--- src/rtl/cpu_top.sv ---
// Single-cycle 32-bit MIPS-subset CPU whose fixed ROM bubble-sorts data words 0..N_ELEM-1, then halts.
// Optional macro DESCENDING_SORT_EN: swaps the slt operands in the ROM so the sort is descending.

module cpu_regfile (
    input  logic        clk,
    input  logic        rst,
    input  logic [4:0]  i_ra1,
    input  logic [4:0]  i_ra2,
    input  logic        i_we,
    input  logic [4:0]  i_wa,
    input  logic [31:0] i_wd,
    output logic [31:0] o_rd1,
    output logic [31:0] o_rd2
);
    logic [31:0] RegData [0:31];

    always_ff @(posedge clk or posedge rst) begin
        if (rst) begin
            for (int i = 0; i < 32; i++) RegData[i] <= '0;
        end else if (i_we && (i_wa != 5'd0)) begin
            RegData[i_wa] <= i_wd;
        end
    end

    assign o_rd1 = (i_ra1 == 5'd0) ? 32'd0 : RegData[i_ra1];
    assign o_rd2 = (i_ra2 == 5'd0) ? 32'd0 : RegData[i_ra2];
endmodule

module cpu_dmem #(
    parameter int DEPTH = 32,
    parameter int AW    = 5
) (
    input  logic          clk,
    input  logic          i_we,
    input  logic [AW-1:0] i_addr,
    input  logic [31:0]   i_wdata,
    output logic [31:0]   o_rdata
);
    // Deliberately not reset so a bench can preload contents around reset.
    logic [31:0] memory_data [0:DEPTH-1];

    always_ff @(posedge clk) begin
        if (i_we) memory_data[i_addr] <= i_wdata;
    end

    assign o_rdata = memory_data[i_addr];
endmodule

module cpu_top #(
    parameter int N_ELEM     = 5,
    parameter int IMEM_DEPTH = 64,
    parameter int DMEM_DEPTH = 32
) (
    input  logic        clk,
    input  logic        rst,
    output logic        done,
    output logic [31:0] pc_dbg
);
    localparam int IMEM_AW = $clog2(IMEM_DEPTH);
    localparam int DMEM_AW = $clog2(DMEM_DEPTH);
    localparam logic [31:0] HALT_INSTR = {6'h04, 5'd0, 5'd0, 16'hFFFF};
    localparam logic [15:0] END_IMM    = 16'((N_ELEM - 1) * 4);
`ifdef DESCENDING_SORT_EN
    localparam logic [4:0] SLT_RS = 5'd3;
    localparam logic [4:0] SLT_RT = 5'd4;
`else
    localparam logic [4:0] SLT_RS = 5'd4;
    localparam logic [4:0] SLT_RT = 5'd3;
`endif

    // $1 = end byte offset of the shrinking pass, $2 = j*4, $3/$4 = a[j]/a[j+1], $5 = swap flag.
    function automatic logic [31:0] prog_word(input int k);
        case (k)
            0:       prog_word = {6'h08, 5'd0, 5'd1, END_IMM};
            1:       prog_word = {6'h04, 5'd1, 5'd0, 16'd11};
            2:       prog_word = {6'h08, 5'd0, 5'd2, 16'd0};
            3:       prog_word = {6'h23, 5'd2, 5'd3, 16'd0};
            4:       prog_word = {6'h23, 5'd2, 5'd4, 16'd4};
            5:       prog_word = {6'h00, SLT_RS, SLT_RT, 5'd5, 5'd0, 6'h2A};
            6:       prog_word = {6'h04, 5'd5, 5'd0, 16'd2};
            7:       prog_word = {6'h2B, 5'd2, 5'd4, 16'd0};
            8:       prog_word = {6'h2B, 5'd2, 5'd3, 16'd4};
            9:       prog_word = {6'h08, 5'd2, 5'd2, 16'd4};
            10:      prog_word = {6'h05, 5'd2, 5'd1, 16'hFFF8};
            11:      prog_word = {6'h08, 5'd1, 5'd1, 16'hFFFC};
            12:      prog_word = {6'h02, 26'd1};
            13:      prog_word = HALT_INSTR;
            default: prog_word = 32'd0;
        endcase
    endfunction

    typedef enum logic [2:0] {ALU_ADD, ALU_SUB, ALU_AND, ALU_OR, ALU_SLT} alu_op_t;

    logic [31:0] r_pc;
    logic [31:0] w_rom [0:IMEM_DEPTH-1];
    logic [31:0] w_instr, w_pc_plus4, w_sext, w_rd1, w_rd2, w_alu_b, w_alu_y, w_mem_rdata, w_wd;
    logic [5:0]  w_op, w_funct;
    logic [4:0]  w_rs, w_rt, w_rd, w_wa;
    logic        w_reg_we, w_dst_rd, w_use_imm, w_mem_to_reg, w_is_sw, w_is_beq, w_is_bne, w_is_j;
    logic        w_take_branch;
    alu_op_t     w_alu_op;

    generate
        for (genvar gi = 0; gi < IMEM_DEPTH; gi++) begin : g_rom
            assign w_rom[gi] = prog_word(gi);
        end
    endgenerate

    assign w_instr    = w_rom[r_pc[IMEM_AW+1:2]];
    assign w_op       = w_instr[31:26];
    assign w_rs       = w_instr[25:21];
    assign w_rt       = w_instr[20:16];
    assign w_rd       = w_instr[15:11];
    assign w_funct    = w_instr[5:0];
    assign w_sext     = {{16{w_instr[15]}}, w_instr[15:0]};
    assign w_pc_plus4 = r_pc + 32'd4;

    always_comb begin
        w_reg_we     = 1'b0;
        w_dst_rd     = 1'b0;
        w_use_imm    = 1'b0;
        w_mem_to_reg = 1'b0;
        w_is_sw      = 1'b0;
        w_is_beq     = 1'b0;
        w_is_bne     = 1'b0;
        w_is_j       = 1'b0;
        w_alu_op     = ALU_ADD;
        case (w_op)
            6'h00: begin
                w_dst_rd = 1'b1;
                w_reg_we = 1'b1;
                case (w_funct)
                    6'h20:   w_alu_op = ALU_ADD;
                    6'h22:   w_alu_op = ALU_SUB;
                    6'h24:   w_alu_op = ALU_AND;
                    6'h25:   w_alu_op = ALU_OR;
                    6'h2A:   w_alu_op = ALU_SLT;
                    default: w_reg_we = 1'b0;
                endcase
            end
            6'h08: begin w_reg_we = 1'b1; w_use_imm = 1'b1; end
            6'h23: begin w_reg_we = 1'b1; w_use_imm = 1'b1; w_mem_to_reg = 1'b1; end
            6'h2B: begin w_is_sw = 1'b1; w_use_imm = 1'b1; end
            6'h04: w_is_beq = 1'b1;
            6'h05: w_is_bne = 1'b1;
            6'h02: w_is_j = 1'b1;
            default: ;
        endcase
    end

    assign w_alu_b = w_use_imm ? w_sext : w_rd2;

    always_comb begin
        case (w_alu_op)
            ALU_SUB: w_alu_y = w_rd1 - w_alu_b;
            ALU_AND: w_alu_y = w_rd1 & w_alu_b;
            ALU_OR:  w_alu_y = w_rd1 | w_alu_b;
            ALU_SLT: w_alu_y = {31'd0, $signed(w_rd1) < $signed(w_alu_b)};
            default: w_alu_y = w_rd1 + w_alu_b;
        endcase
    end

    assign w_wa          = w_dst_rd ? w_rd : w_rt;
    assign w_wd          = w_mem_to_reg ? w_mem_rdata : w_alu_y;
    assign w_take_branch = (w_is_beq && (w_rd1 == w_rd2)) || (w_is_bne && (w_rd1 != w_rd2));

    cpu_regfile reg1 (
        .clk    (clk),
        .rst    (rst),
        .i_ra1  (w_rs),
        .i_ra2  (w_rt),
        .i_we   (w_reg_we),
        .i_wa   (w_wa),
        .i_wd   (w_wd),
        .o_rd1  (w_rd1),
        .o_rd2  (w_rd2)
    );

    cpu_dmem #(.DEPTH(DMEM_DEPTH), .AW(DMEM_AW)) mem (
        .clk     (clk),
        .i_we    (w_is_sw && !rst),
        .i_addr  (w_alu_y[DMEM_AW+1:2]),
        .i_wdata (w_rd2),
        .o_rdata (w_mem_rdata)
    );

    // The halt instruction branches to itself, so the PC holds without a special case.
    always_ff @(posedge clk or posedge rst) begin
        if (rst) begin
            r_pc <= 32'd0;
        end else if (w_is_j) begin
            r_pc <= {w_pc_plus4[31:28], w_instr[25:0], 2'b00};
        end else if (w_take_branch) begin
            r_pc <= w_pc_plus4 + {w_sext[29:0], 2'b00};
        end else begin
            r_pc <= w_pc_plus4;
        end
    end

    assign done   = (w_instr == HALT_INSTR) && !rst;
    assign pc_dbg = r_pc;
endmodule

--- config.mk ---
export PLATFORM = sky130hd
export DESIGN_NAME = cpu_top
export DESIGN_NICKNAME = d
export VERILOG_FILES = /design/src/rtl/cpu_top.sv
export SDC_FILE = /design/constraint.sdc
export NUM_CORES = 2
export LEC_CHECK = 0
export BUFFER_PORTS_ARGS = -buffer_cell sky130_fd_sc_hd__buf_2
export CELL_PAD_IN_SITES_DETAIL_PLACEMENT = 2
export CELL_PAD_IN_SITES_GLOBAL_PLACEMENT = 2
export CORE_ASPECT_RATIO = 2
export CORE_UTILIZATION = 35
export DETAILED_ROUTE_END_ITERATION = 7
export PLACE_DENSITY_LB_ADDON = 0.3
export RECOVER_POWER = 50
export SKIP_LAST_GASP = 1
export SYNTH_ARGS = -nofsm -noshare
export SYNTH_HDL_FRONTEND = slang
export SYNTH_SLANG_ARGS = --single-unit
--- constraint.sdc ---
create_clock -name clk -period 10.3 [get_ports clk]
set_input_delay 0.515 -clock clk [delete_from_list [all_inputs] [get_ports clk]]
set_output_delay 0.515 -clock clk [all_outputs]
set_load 0.03 [all_outputs]
==> out/results.txt <==
Syn Inst Count -> 3790
Setup TNS -> 0 ns
RR Endpoint -> reg1.RegData[832]
Synth area leaders -> edfxtp_1, dfrtp_1, mux4_2
Vias per cell -> 5.95
Yosys Warn Count -> 0
RR Startpoint -> pc_dbg[2]
Hold depth -> 0
CTS tree -> done
Filler cell count -> 15900
Initial antenna violation count -> 4
Most frequent cells after synthesis -> edfxtp_1, nand2_1, dfrtp_1, mux4_2, nor2_1
Inst Count DP -> 5869
Worst Path Required -> 10.97 ns
Die Y-Extent -> 570 um
Synth Flop Type -> edfxtp_1
Grt ovf -> 0
Area Overhead vs Synth -> 13.5%
Initial Utilization -> 0.352
Vias in the first global route -> 40100
GRT Overall Usage -> 0.275
Final Hold Viols -> 0
Reg2Reg Setup Slack -> 0.88 ns
Minimum clock period -> 9.42 ns
Nets -> 3990
IO Count -> 35
Post-DP HPWL -> 150000 um
WL/cell -> 36.9 um
Cell Count, Final, Fillers Out -> 6083
IO Port Bufs -> 32
Design Area, Final -> 64000 um2
CTS HTree Levels -> 3
Cts bufs inserted -> 111
Critical Path Source Type -> register
Pwr Density -> 158 nW/um2
Die X -> 286 um
Most frequent cell after synthesis -> edfxtp_1
Final worst-path cycle share -> 0.915
DP Area -> 60200 um2
Reg clk slew, reported paths -> 0.08 ns
Area fraction of the dominant cell type after synthesis -> 0.545
Synth unique cells -> 105
Setup CP Type -> reg -> reg
Slew HR -> -2.41
Number of flops mapped to enable cells by yosys -> 1024
Core region area -> 160000 um2
Crit path max fanout -> 34
TritonRoute pass-1 iters -> 5
Worst setup margin -> 0.878 ns
Synthesized area per cell -> 14.9 um2
Failing checks -> capacitance limit, slew limit
Dpl ws -> 1.69 ns
First-pass GRT wire length -> 312000 um
Critical path startpoint -> pc_dbg[2]
Final slew viol count -> 704
RSZ-0062 raised after global routing -> false
Final wirelength -> 224000 um
Root Buffer -> clkbuf_16
Fmax -> 0.106 GHz
Synth async-reset ratio -> 0.187
Clk buf depth -> 3
Layout cells sized above 1 -> 0.193
Worst-skew pair later-pin latency -> 0.78 ns
Die Footprint -> 163000 um2
Max cap viols -> 17
Pin count of the biggest net entering global routing -> 137
# setup viols final -> 0
TritonCTS Sinks -> 1259
Setup crit end -> reg1.RegData[832]
RePlAce Congestion -> 0.968
Sequential-to-total area share from yosys stat -> 0.650
Leak -> 22.8 nW
Vias -> 36200
Mapped cell area -> 56400 um2
DRC violations left -> 0
Worst slew pin tran -> 5.09 ns
Worst r2r path cells -> 25
HP Class -> reg -> reg
CTS resizes -> 0
Clock Skew -> 0.0378 ns
Critical Path AT -> 10.09 ns
Critical Path Sink Type -> register
Antenna Nets Post-Route -> 0
Status -> complete, but fails checks
Synth Register Bits -> 1259
Worst vdd ir -> 0.000131 V
Core Rows -> 208
Yosys top cell by area -> edfxtp_1
DRT iter0 DRCs -> 2766
==> cells in the final DEF, fill, tap and decap left out, types with 30 or more instances in the layout <==
cell       synthesis  layout
nor2_4             0      30
nand2_1          364     364
edfxtp_1        1024    1024
dfrtp_1          235     235
nand3_1           80      79
mux2i_1           61      62
nor3_1            45      34
a31oi_1           43      43
a21oi_1          162     155
xnor2_1           80      80
mux4_2           233     233
mux2_2           101     100
ha_1             103     103
inv_1            112     111
clkbuf_16          0     113
clkbuf_1         118      77
a22oi_1          107     107
nand4_1           42      42
buf_4             12     111
a221oi_1          35      35
nor2_1           184     153
o21ai_0          115     116
a21o_1            46      46
==> how the worst min path moves through the flow <==
stage                                    to  slack [ns]              start
after CTS                 reg1.RegData[804]        0.38  reg1.RegData[804]
after detailed placement  reg1.RegData[815]        0.37  reg1.RegData[815]
after floorplan           reg1.RegData[811]        0.42  reg1.RegData[811]
after global placement    reg1.RegData[811]        0.36  reg1.RegData[811]
final                     reg1.RegData[811]        0.38  reg1.RegData[811]
after global routing      reg1.RegData[822]        0.39  reg1.RegData[822]
==> worst max-delay path, stage by stage, from the launching register on <==
cell	delay [ns]
dfrtp_1	0.62
inv_1	0.24
ha_1	0.53
mux2i_1	0.44
a21boi_0	0.43
nor3_2	1.07
clkbuf_1	0.26
clkbuf_1	0.62
a221oi_1	0.25
a21oi_2	0.20
clkbuf_1	1.42
nand2_1	0.13
nand2_1	0.16
inv_1	0.07
ha_1	0.20
a21oi_1	0.13
nor2_1	0.05
nor2_1	0.09
nor2_1	0.05
nor2_1	0.21
nand2_1	0.22
nor4_1	0.60
nor4b_1	0.43
a221oi_1	0.36
xnor2_1	0.21
mux2_2	0.29
==> flip-flops by register name (all words and copies together), names as in the netlist <==
register / flops
mem.memory_data: 1024
pc_dbg: 30
reg1.RegData: 205
==> timing repair <==
action                    4_1_cts  5_1_grt
hold endpoints to repair       95        0
hold buffers                    1        0
buffers inserted                0        0
==> cell type report <==
class	count	area, um2	share of cell area
well taps	2100	2630	0.0411
repair buffers	200	1630	0.0255
clock inverters	73	960	0.0150
diodes	2	5.00	0.0000782
inverters	113	425	0.00665
flip-flops and latches	1259	36600	0.572
clock buffers	138	2960	0.0463
multi-input cells	2198	18700	0.293
==> power by group <==
part	internal, mW	switching, mW
combinational	0.000441	0.0211
clock	2.56	2.09
sequential	5.43	0.0000331
total	8.00	2.11
==> cells by family after synthesis <==
kind of cell	Yosys count	share of synthesized area
buffers and inverters	334	0.0260
other	1	0.0000665
AND/OR/NAND/NOR	873	0.0727
multiplexers	409	0.127
flip-flops	1259	0.650
adder cells (fa/ha/maj)	105	0.0236
AO/OA/AOI/OAI	698	0.0837
XOR/XNOR	111	0.0174
==> routing by layer <==
metal	up-vias	wire, um	global-route usage
li1	14800	-	-
met1	19400	74100	0.276
met2	1305	122000	0.519
met3	618	8470	0.0290
met4	0	19200	0.203
met5	-	0	0
==> through the flow <==
| stage | utilization | total power [mW] | hold slack (ns) |
|---|---|---|---|
| final | 0.399 | 10.1 | 0.379 |
| after global routing | 0.399 | 10.3 | 0.395 |
| after CTS | 0.400 | 10.2 | 0.384 |
| after detailed placement | 0.376 | 5.57 | 0.368 |
| after global placement | 0.376 | 5.57 | 0.362 |
| after floorplan | - | 5.56 | 0.425 |
Power figures use the tool's default switching activity.
